<file path="src/rtl/and_or_pkg.sv">
// Shared definitions for the AND-OR event path: debounce state encoding and
// default sizing of the event counter stage.
package and_or_pkg;

  typedef enum logic [1:0] {
    LOW    = 2'd0,
    CHK_HI = 2'd1,
    HIGH   = 2'd2,
    CHK_LO = 2'd3
  } db_state_t;

  localparam int unsigned DEF_HOLD  = 3;
  localparam int unsigned DEF_CNT_W = 8;

endpackage

</file>
<file path="src/rtl/sync2.sv">
// Generic two-flop synchronizer for a single asynchronous input bit.
module sync2 (
  input  logic clk,
  input  logic rst,
  input  logic d,
  output logic q
);

  logic s1;

  always_ff @(posedge clk) begin
    if (rst) begin
      s1 <= 1'b0;
      q  <= 1'b0;
    end else begin
      s1 <= d;
      q  <= s1;
    end
  end

endmodule

</file>
<file path="src/rtl/and_or_event_counter.sv">
// Debounces the synchronized AND-OR output, emits rise/fall pulses on accepted
// level changes and keeps a saturating count of accepted rising edges.
module and_or_event_counter
  import and_or_pkg::*;
#(
  parameter int unsigned CNT_W = DEF_CNT_W,
  parameter int unsigned HOLD  = DEF_HOLD
) (
  input  logic             clk,
  input  logic             rst,
  input  logic             y,
  input  logic             clr,
  output logic             rise,
  output logic             fall,
  output logic             y_stable,
  output logic [CNT_W-1:0] count,
  output logic             sat
);

  localparam logic [3:0]       HOLD_LAST = 4'(HOLD - 1);
  localparam logic [CNT_W-1:0] CNT_MAX   = '1;

  logic             y_s2;
  db_state_t        state, state_nxt;
  logic [3:0]       hcnt, hcnt_nxt;
  logic             rise_nxt, fall_nxt;
  logic [CNT_W-1:0] count_nxt;

  sync2 u_sync (
    .clk (clk),
    .rst (rst),
    .d   (y),
    .q   (y_s2)
  );

  // hcnt counts consecutive samples of the candidate level, entry sample included.
  always_comb begin
    state_nxt = state;
    hcnt_nxt  = hcnt;
    rise_nxt  = 1'b0;
    fall_nxt  = 1'b0;
    case (state)
      LOW: begin
        if (y_s2) begin
          if (HOLD == 1) begin
            state_nxt = HIGH;
            rise_nxt  = 1'b1;
            hcnt_nxt  = '0;
          end else begin
            state_nxt = CHK_HI;
            hcnt_nxt  = 4'd1;
          end
        end
      end
      CHK_HI: begin
        if (!y_s2) begin
          state_nxt = LOW;
          hcnt_nxt  = '0;
        end else if (hcnt == HOLD_LAST) begin
          state_nxt = HIGH;
          rise_nxt  = 1'b1;
          hcnt_nxt  = '0;
        end else begin
          hcnt_nxt = hcnt + 4'd1;
        end
      end
      HIGH: begin
        if (!y_s2) begin
          if (HOLD == 1) begin
            state_nxt = LOW;
            fall_nxt  = 1'b1;
            hcnt_nxt  = '0;
          end else begin
            state_nxt = CHK_LO;
            hcnt_nxt  = 4'd1;
          end
        end
      end
      CHK_LO: begin
        if (y_s2) begin
          state_nxt = HIGH;
          hcnt_nxt  = '0;
        end else if (hcnt == HOLD_LAST) begin
          state_nxt = LOW;
          fall_nxt  = 1'b1;
          hcnt_nxt  = '0;
        end else begin
          hcnt_nxt = hcnt + 4'd1;
        end
      end
      default: begin
        state_nxt = LOW;
        hcnt_nxt  = '0;
      end
    endcase
  end

  always_comb begin
    count_nxt = count;
    if (clr)
      count_nxt = '0;
    else if (rise_nxt && (count != CNT_MAX))
      count_nxt = count + CNT_W'(1);
  end

  always_ff @(posedge clk) begin
    if (rst) begin
      state    <= LOW;
      hcnt     <= '0;
      rise     <= 1'b0;
      fall     <= 1'b0;
      y_stable <= 1'b0;
      count    <= '0;
      sat      <= 1'b0;
    end else begin
      state    <= state_nxt;
      hcnt     <= hcnt_nxt;
      rise     <= rise_nxt;
      fall     <= fall_nxt;
      y_stable <= (state_nxt == HIGH) || (state_nxt == CHK_LO);
      count    <= count_nxt;
      sat      <= (count_nxt == CNT_MAX);
    end
  end

endmodule

</file>
<file path="config.mk">
export PLATFORM = sky130hd
export DESIGN_NAME = and_or_event_counter
export DESIGN_NICKNAME = d
export VERILOG_FILES = /design/src/rtl/and_or_pkg.sv /design/src/rtl/sync2.sv /design/src/rtl/and_or_event_counter.sv
export SDC_FILE = /design/constraint.sdc
export NUM_CORES = 1
export LEC_CHECK = 0
export ABC_AREA = 1
export CORE_MARGIN = 2
export CORE_UTILIZATION = 30
export DETAILED_ROUTE_END_ITERATION = 16
export SLEW_MARGIN = 0
export SYNTH_ARGS = -nofsm -noshare
export SYNTH_HDL_FRONTEND = slang
export SYNTH_SLANG_ARGS = --single-unit
</file>
<file path="constraint.sdc">
create_clock -name clk -period 2 [get_ports clk]
set_clock_uncertainty 0.1 [all_clocks]
set_input_delay 0.2 -clock clk [delete_from_list [all_inputs] [get_ports clk]]
set_output_delay 0.2 -clock clk [all_outputs]
set_load 0.03 [all_outputs]
</file>
# Word-level counts from Yosys, hierarchy flattened
# Cells that the tools add are included.
# Widths: inputs -> output; s select.
dict set report op_classes {
  n_eq_ne 10
  n_reduce_logical 5
  bitwise_logic 1
  muxes 18
  addsub 2
}
# cell count
set ops {}
lappend ops {{$mux 4} 5}
lappend ops {{$mux 8} 2}
lappend ops {{$pmux 4 s4} 1}
lappend ops {{$mux 2} 6}
lappend ops {{$add 8x1->8 const B} 1}
lappend ops {{$eq 2x2->1 const B} 4}
lappend ops {{$eq 8x8->1 const B} 1}
lappend ops {{$ne 8x8->1 const B} 1}
lappend ops {{$pmux 2 s4} 1}
lappend ops {{$add 4x1->4 const B} 1}
lappend ops {{$eq 4x2->1 const B} 1}
lappend ops {{$mux 1} 3}
lappend ops {{$reduce_or 3->1} 1}
lappend ops {{$eq 2x1->1 const B} 1}
lappend ops {{$logic_not 2->1} 1}
lappend ops {{$ne 2x1->1 const B} 1}
lappend ops {{$ne 2x2->1 const B} 1}
lappend ops {{$reduce_and 2->1} 1}
lappend ops {{$logic_and 1x1->1} 1}
lappend ops {{$logic_or 1x1->1} 1}
lappend ops {{$not 1->1} 1}
dict set report totals {
  input_bits 4
  ff_bits 20
  elab_cells 45
  output_inout_bits 12
}

# Depth between registers and ports, before layout
# Gate-level depths: netlist of run 1.
dict set report depth {
  ltp_word 8
  depth_mapped 12
  depth_no_buf 11
}

# Modules after synthesis
# From an unflattened synthesis of run 1, not the netlist that was laid out.
dict set report unflattened {
  cells_unflattened 151
  hier_area_um2 1051.0
}
# mod area_per_inst_um2 cells_each seq_area_each_um2 n_inst
set modules_own_cells {}
lappend modules_own_cells {and_or_event_counter 996.0 145 360.3 1}
lappend modules_own_cells {sync2 55.1 6 40.0 1}

# Least setup slack after synthesis of run 1
# Ideal clock, no wire load.
dict set report synth_timing {
  kind {register to register}
  startpoint {register count[1]}
  endpoint {register sat}
  t_arrival_ps 1620
  synth_period_minus_slack_ps 1782
  path_buffers 0
  required_time_ps 1838
  setup_slack_ps 218
  stages_incl_launch_ff 12
  setup_time_ps 62
  path_cell_list {dfxtp_1 ha_1 nand3_2 nor2_4 nand2_4 nand2_4 nand2_2 nand2_1 nand2_1 nor2_1 nand2_1 nor2_2}
}
dict set report synth_between {
  elab_chain_len 5
  word_cells_on_any_way 6
  classes_between {add/sub: 1; eq/ne: 2; mux: 2; reduce/logical: 1}
}
# element line
set synth_lines {}
lappend synth_lines {{from (decl)} and_or_event_counter.sv:16} ;# output logic [CNT_W-1:0] count,
lappend synth_lines {{from (signal assigned)} and_or_event_counter.sv:121} ;# count <= count_nxt;
lappend synth_lines {{branches (longest 2 deep; another with $add 8x1->8)} n/a}
lappend synth_lines {{$mux 8 (*)} and_or_event_counter.sv:102} ;# else if (rise_nxt && (count != CNT_MAX))
lappend synth_lines {{$mux 8 (*)} and_or_event_counter.sv:100} ;# if (clr)
lappend synth_lines {{$eq 8x8->1 (*)} and_or_event_counter.sv:122} ;# sat <= (count_nxt == CNT_MAX);
lappend synth_lines {{to (signal assigned)} and_or_event_counter.sv:122}
lappend synth_lines {{to (decl)} and_or_event_counter.sv:17} ;# output logic sat
# Every way passes the cells marked *.
# A chain may end at the register's enable or synchronous reset.

# Worst setup path in the final report of run 1
dict set report layout_timing {
  startpoint {register count[3]}
  endpoint {output count[3]}
}
# No word-level cell between the ends.

==> impl_metrics.tcl, run 1 <==
set metrics [dict create \
    cts.clk_slew.worst_paths_ns 0.11 \
    tritoncts_num_sinks 20 \
    worst-slew-pin-transition_ns 0.396 \
    slew_headroom 0.734 \
    pin_count 16 \
    slowest_stage "clkdlybuf4s50_1" \
    h-tree-depth 1 \
    worst-r2r-cell-count 9 \
    worstSetupEndpointType "output pin" \
    gp_congestion 0.840 \
    yosysTopAreaCell "dfxtp_1" \
    setup_slack_ns 0.171 \
    status "complete, no violations" \
    hold_viol_final 0 \
    dp.cells 212 \
    root_buffer "clkbuf_4" \
    timing.final.crit_share 0.914 \
    dieWidth_um 63.4 \
    crit_buf_inv 1 \
    cpPeakStageDelay_ns 0.73 \
    grt_util_met2 0.170 \
    required_ns 1.70 \
    final_cells 216 \
    cp-start-kind "register" \
    clk_latency_ns 0.29 \
    syn_avg_cell_area_um2 6.96 \
    first_iter_violations 28 \
    path_class "reg -> out" \
    crit_chain "clkdlybuf4s50_1" \
    ant_nets 0 \
    synth.yosys.warnings 0 \
    synth-seq-cells 20 \
    holdCritStartpoint "y" \
    drive_gt1_frac 0.0824 \
    min_path_cells 3 \
    ys_types 23 \
    nNetsFinal 178 \
    multi_input_area_um2 567 \
    detailed_place_hpwl_um 1680 \
    track_usage 0.104 \
    p_per_area_nw_per_um2 577 \
    fp.dieH_um 63.4 \
    hold_buffers 0 \
    grt-busiest-layer "met2" \
    antenna_found_initial 0 \
    synth_area_leaders "dfxtp_1, nand2_1, nor2_1" \
    num-fill-cells 387 \
    grt_overflow_total 0 \
    grt_setup_unrepaired "false" \
    power_leakage_nw 0.547 \
    hold_slack_ns 0.311 \
    synth_edf_count 0 \
    min_period_ns 1.83 \
    cts-buffers-inserted 3 \
    postLayoutCellArea_um2 1310 \
    netlist.area_leader.share 0.379 \
    cts.repair.resized 0 \
    cp_max_fo 8 \
    seq_area_frac_synth 0.379 \
    postCtsSetupRepairBufs 0 \
    synthArstFlopShare 0 \
    antenna_cells 0 \
    wl_per_cell_um 9.49 \
    area_growth_pct 23.9 \
    synthMostInstantiatedCell "nand2_1" \
    grt_pass1_wl_um 3420 \
    drv_slew 0 \
    drt-pass1-iter-count 4 \
    hold_path_class "in -> reg" \
    cts_buffer_depth 2 \
    start_util 0.314 \
    ir_worst_vdd_v 0.000304 \
    syn_area_um2 1060 \
    post_drt_via_cell_ratio 4.44 \
    fmax_mhz 547 \
    finalWirelength_um 2050 \
    worstPathArrival_ns 1.53 \
    post-place-ws_ns 0.301 \
    ff2ff_setup_slack_ns 0.28 \
    grt_pass1_vias 823 \
    dieArea_um2 4020 \
    synth_nets 159 \
    area.sequential_um2 400 \
    drc 0 \
    worstHoldEndpoint "u_sync.s1" \
    rows 21 \
    vias 958 \
    synthFlopType "dfxtp_1" \
    setup_viol 0 \
    cts_tree "built" \
    grt_max_degree 13 \
    coreArea_um2 3360 \
    synth_top_cells_by_count "nand2_1, nor2_1, dfxtp_1, inv_1, nand3_1" \
    setup-tns-final_ns 0 \
    grtUsageMet1 0.137 \
    synthCells 152 \
    dpl-instance-area_um2 1260 \
    r2r_start "count[1]" \
    cp_top_family "buffers and inverters" \
    cap_violations 0 \
    r2r-end "sat" \
    io_buffers 15 \
    use_met3 0.0214 \
]
==> cells in the final DEF (no fill, tap or decap), drive strengths merged <==
cell and count:
a211oi 2, a21oi 3, a22oi 1, buf 1
bufinv 1, clkbuf 3, clkdlybuf4s50 15, dfxtp 20
ha 3, inv 20, nand2 43, nand3 13
nand3b 1, nand4 3, nor2 33, nor3 3
o22ai 2, xnor2 1, xor2 2
==> per-layer routing <==
layer,up-vias,wire [um]
met5,-,0
met3,2,99
li1,515,-
met4,0,17
met1,427,1010
met2,14,920
==> cell families (layout without fill, tap and decap cells) <==
kind of cell,after synthesis,in the layout,share of synthesized area
buf+inv,22,40,0.0852
simple gates,96,96,0.428
xor+xnor,3,3,0.0249
fa+ha+maj,3,3,0.0355
flops,20,20,0.379
compound gates,8,8,0.0473
==> power by group <==
group	internal (mW)	leakage (nW)	switching (mW)
clock	0.202	0.0279	0.123
sequential	0.402	0.162	0.00292
combinational	0.0107	0.357	0.0160
total	0.615	0.547	0.142
==> area by class of cell <==
type | instances | share of cell area
clock buffer | 3 | 0.0172
clock inverter | 1 | 0.0229
inverter | 20 | 0.0573
multi-input combinational | 110 | 0.433
sequential | 20 | 0.306
tap | 46 | 0.0439
timing repair buffer | 16 | 0.120
==> metrics by stage <==
stage | power (mW) | util
2_1_floorplan | 0.428 | -
3_3_place_gp | 0.441 | 0.374
3_5_place_dp | 0.441 | 0.374
4_1_cts | 0.767 | 0.390
5_1_grt | 0.792 | 0.390
6_report | 0.757 | 0.390
==> worst max path at each step <==
stage | from | endpoint | slack, ns | cells past startpoint
after floorplan | count[1] | sat | 0.22 | 11
after CTS | count[3] | count[3] | 0.16 | 1
after detailed placement | count[1] | sat | 0.30 | 11
after global placement | count[0] | sat | 0.33 | 11
final | count[3] | count[3] | 0.17 | 1
after global routing | count[0] | sat | 0.09 | 11
==> sequential cells by signal (all words and copies together), names as in the netlist <==
| signal | cells |
|---|---|
| count | 8 |
| fall | 1 |
| hcnt | 4 |
| rise | 1 |
| sat | 1 |
| state | 2 |
| u_sync.q | 1 |
| u_sync.s1 | 1 |
| y_stable | 1 |
No activity file was read; power rests on OpenSTA's default activity.
==> run 2: changes to the inputs <==
CORE_UTILIZATION = 50   (was 30)
PLACE_DENSITY = 0.75   (was unset)
SYNTH_HIERARCHICAL = 1   (was unset)
==> run 2 against run 1 <==
Effect of this change:
- clock-buffer cell count unchanged
- clock power about the same
- hold slack about the same
==> impl_metrics.tcl, run 2 <==
set metrics [dict create \
    dpl-instance-area_um2 1230 \
    dieArea_um2 2480 \
    setup_slack_ns 0.158 \
    pin_count 16 \
    postLayoutCellArea_um2 1290 \
    finalWirelength_um 2020 \
    post_drt_via_cell_ratio 4.83 \
    grt_pass1_wl_um 3530 \
    cts.clk_slew.worst_paths_ns 0.11 \
    gp_congestion 0.834 \
    hold_buffers 0 \
    worst-r2r-cell-count 10 \
    worstHoldEndpoint "u_sync/s1" \
    vias 947 \
    synth.yosys.warnings 6 \
    drv_slew 0 \
    cts_tree "built" \
    drc 0 \
    cts-buffers-inserted 3 \
    hold_path_class "in -> reg" \
    timing.final.crit_share 0.921 \
    cp_max_fo 8 \
    crit_chain "clkdlybuf4s50_1" \
    h-tree-depth 1 \
    start_util 0.530 \
    hold_viol_final 0 \
    grt_pass1_vias 893 \
    first_iter_violations 11 \
    antenna_found_initial 0 \
    grt_overflow_total 0 \
    final_cells 196 \
    power_leakage_nw 0.545 \
    holdCritStartpoint "y" \
    synth-seq-cells 20 \
    post-place-ws_ns 0.353 \
    detailed_place_hpwl_um 1610 \
    synthArstFlopShare 0 \
    cp_top_family "buffers and inverters" \
    coreArea_um2 1980 \
    min_period_ns 1.84 \
    grt_max_degree 13 \
    drive_gt1_frac 0.0888 \
    crit_buf_inv 1 \
    regMostFlops "count" \
    synthFlopType "dfxtp_1" \
    min_path_cells 3 \
    p_per_area_nw_per_um2 587 \
    synth_nets 158 \
    ff2ff_setup_slack_ns 0.32 \
    fmax_mhz 543 \
    syn_area_um2 1050 \
    postCtsSetupRepairBufs 0 \
    worst-slew-pin-transition_ns 0.312 \
    io_buffers 15 \
    synthCells 151 \
    path_class "reg -> out" \
    synth_top_cells_by_count "nand2_1, nor2_1, dfxtp_1, inv_1, nand3_1" \
    nNetsFinal 177 \
    dp.cells 192 \
    grt_setup_unrepaired "false" \
    r2r-end "sat" \
    ant_nets 0 \
    slowest_stage "clkdlybuf4s50_1" \
    layout_common_cells "nand2_1, nor2_1, dfxtp_1, inv_1, clkdlybuf4s50_1" \
    final_common_cell "nand2_1" \
    dieWidth_um 49.8 \
    track_usage 0.177 \
    setup_viol 0 \
    root_buffer "clkbuf_4" \
    antenna_cells 0 \
    ir_worst_vdd_v 0.000638 \
    synth_edf_count 0 \
    slew_headroom 0.792 \
    status "complete, no violations" \
    largest_reg_flops 8 \
    setup-tns-final_ns 0 \
    cpPeakStageDelay_ns 0.73 \
    cp-start-kind "register" \
    fp.dieH_um 49.8 \
    tritoncts_num_sinks 20 \
    top_regs "count: 8 flops, hcnt: 4 flops, state: 2 flops" \
    ys_types 22 \
    synth_area_leaders "dfxtp_1, nand2_1, nor2_1" \
    cts_buffer_depth 2 \
    clk_latency_ns 0.29 \
    cts.repair.resized 0 \
    drt-pass1-iter-count 4 \
    r2r_start "hcnt[0]" \
    rows 16 \
    netlist.area_leader.share 0.381 \
    wl_per_cell_um 10.3 \
    area_growth_pct 22.4 \
    worstSetupEndpointType "output pin" \
    required_ns 1.70 \
    synthMostInstantiatedCell "nand2_1" \
    worstPathArrival_ns 1.54 \
    seq_area_frac_synth 0.381 \
    syn_avg_cell_area_um2 6.96 \
    yosysTopAreaCell "dfxtp_1" \
    cap_violations 0 \
    hold_slack_ns 0.311 \
]
-- run 2: cell types whose count changed after synthesis, sizes merged, moves of 2 or more --
cell	change
o22ai	-2
nand2	-3
xor2	+2
o21ai	+2
clkinv	+2
-- run 2: report_power, final --
| group | total (mW) | internal, mW | leakage (nW) | switching (mW) |
|---|---|---|---|---|
| combinational | 0.0281 | 0.0114 | 0.356 | 0.0168 |
| sequential | 0.405 | 0.402 | 0.162 | 0.00354 |
| clock | 0.322 | 0.202 | 0.0279 | 0.119 |
-- run 2: metrics by stage --
| step | utilization | power, mW |
|---|---|---|
| global route | 0.649 | 0.786 |
| detailed placement | 0.622 | 0.442 |
| global placement | 0.622 | 0.442 |
| CTS | 0.649 | 0.764 |
| floorplan | - | 0.430 |
| finish | 0.649 | 0.755 |
-- run 2: worst max path at each step --
stage,start,endpoint,slack [ns],depth (start not counted)
after global routing,count[3],count[3],0.08,1
after detailed placement,hcnt[0],sat,0.35,10
final,count[3],count[3],0.16,1
after global placement,hcnt[0],sat,0.39,10
after floorplan,count[1],sat,0.28,11
after CTS,count[3],count[3],0.15,1
-- run 2: area by class of cell --
type	count	area (um^2)
clock inverters	1	30.0
well taps	27	33.8
flip-flops and latches	20	400
inverters	23	86.3
fillers	189	696
clock buffers	3	22.5
repair buffers	16	158
multi-input cells	106	556
-- run 2: cells by family (layout without fill, tap and decap cells) --
logic type | after synthesis | count (layout) | synth area share
xor+xnor | 4 | 4 | 0.0333
buf+inv | 25 | 43 | 0.0905
simple gates | 92 | 92 | 0.421
fa+ha+maj | 3 | 3 | 0.0357
flops | 20 | 20 | 0.381
compound gates | 7 | 7 | 0.0381
-- run 2: routing by layer --
layer  track usage  vias up  share of wire
li1              -      503              -
met1         0.225      428           0.50
met2         0.320       14           0.47
met3        0.0273        2          0.025
met4        0.0278        0         0.0040
met5             0        -              0
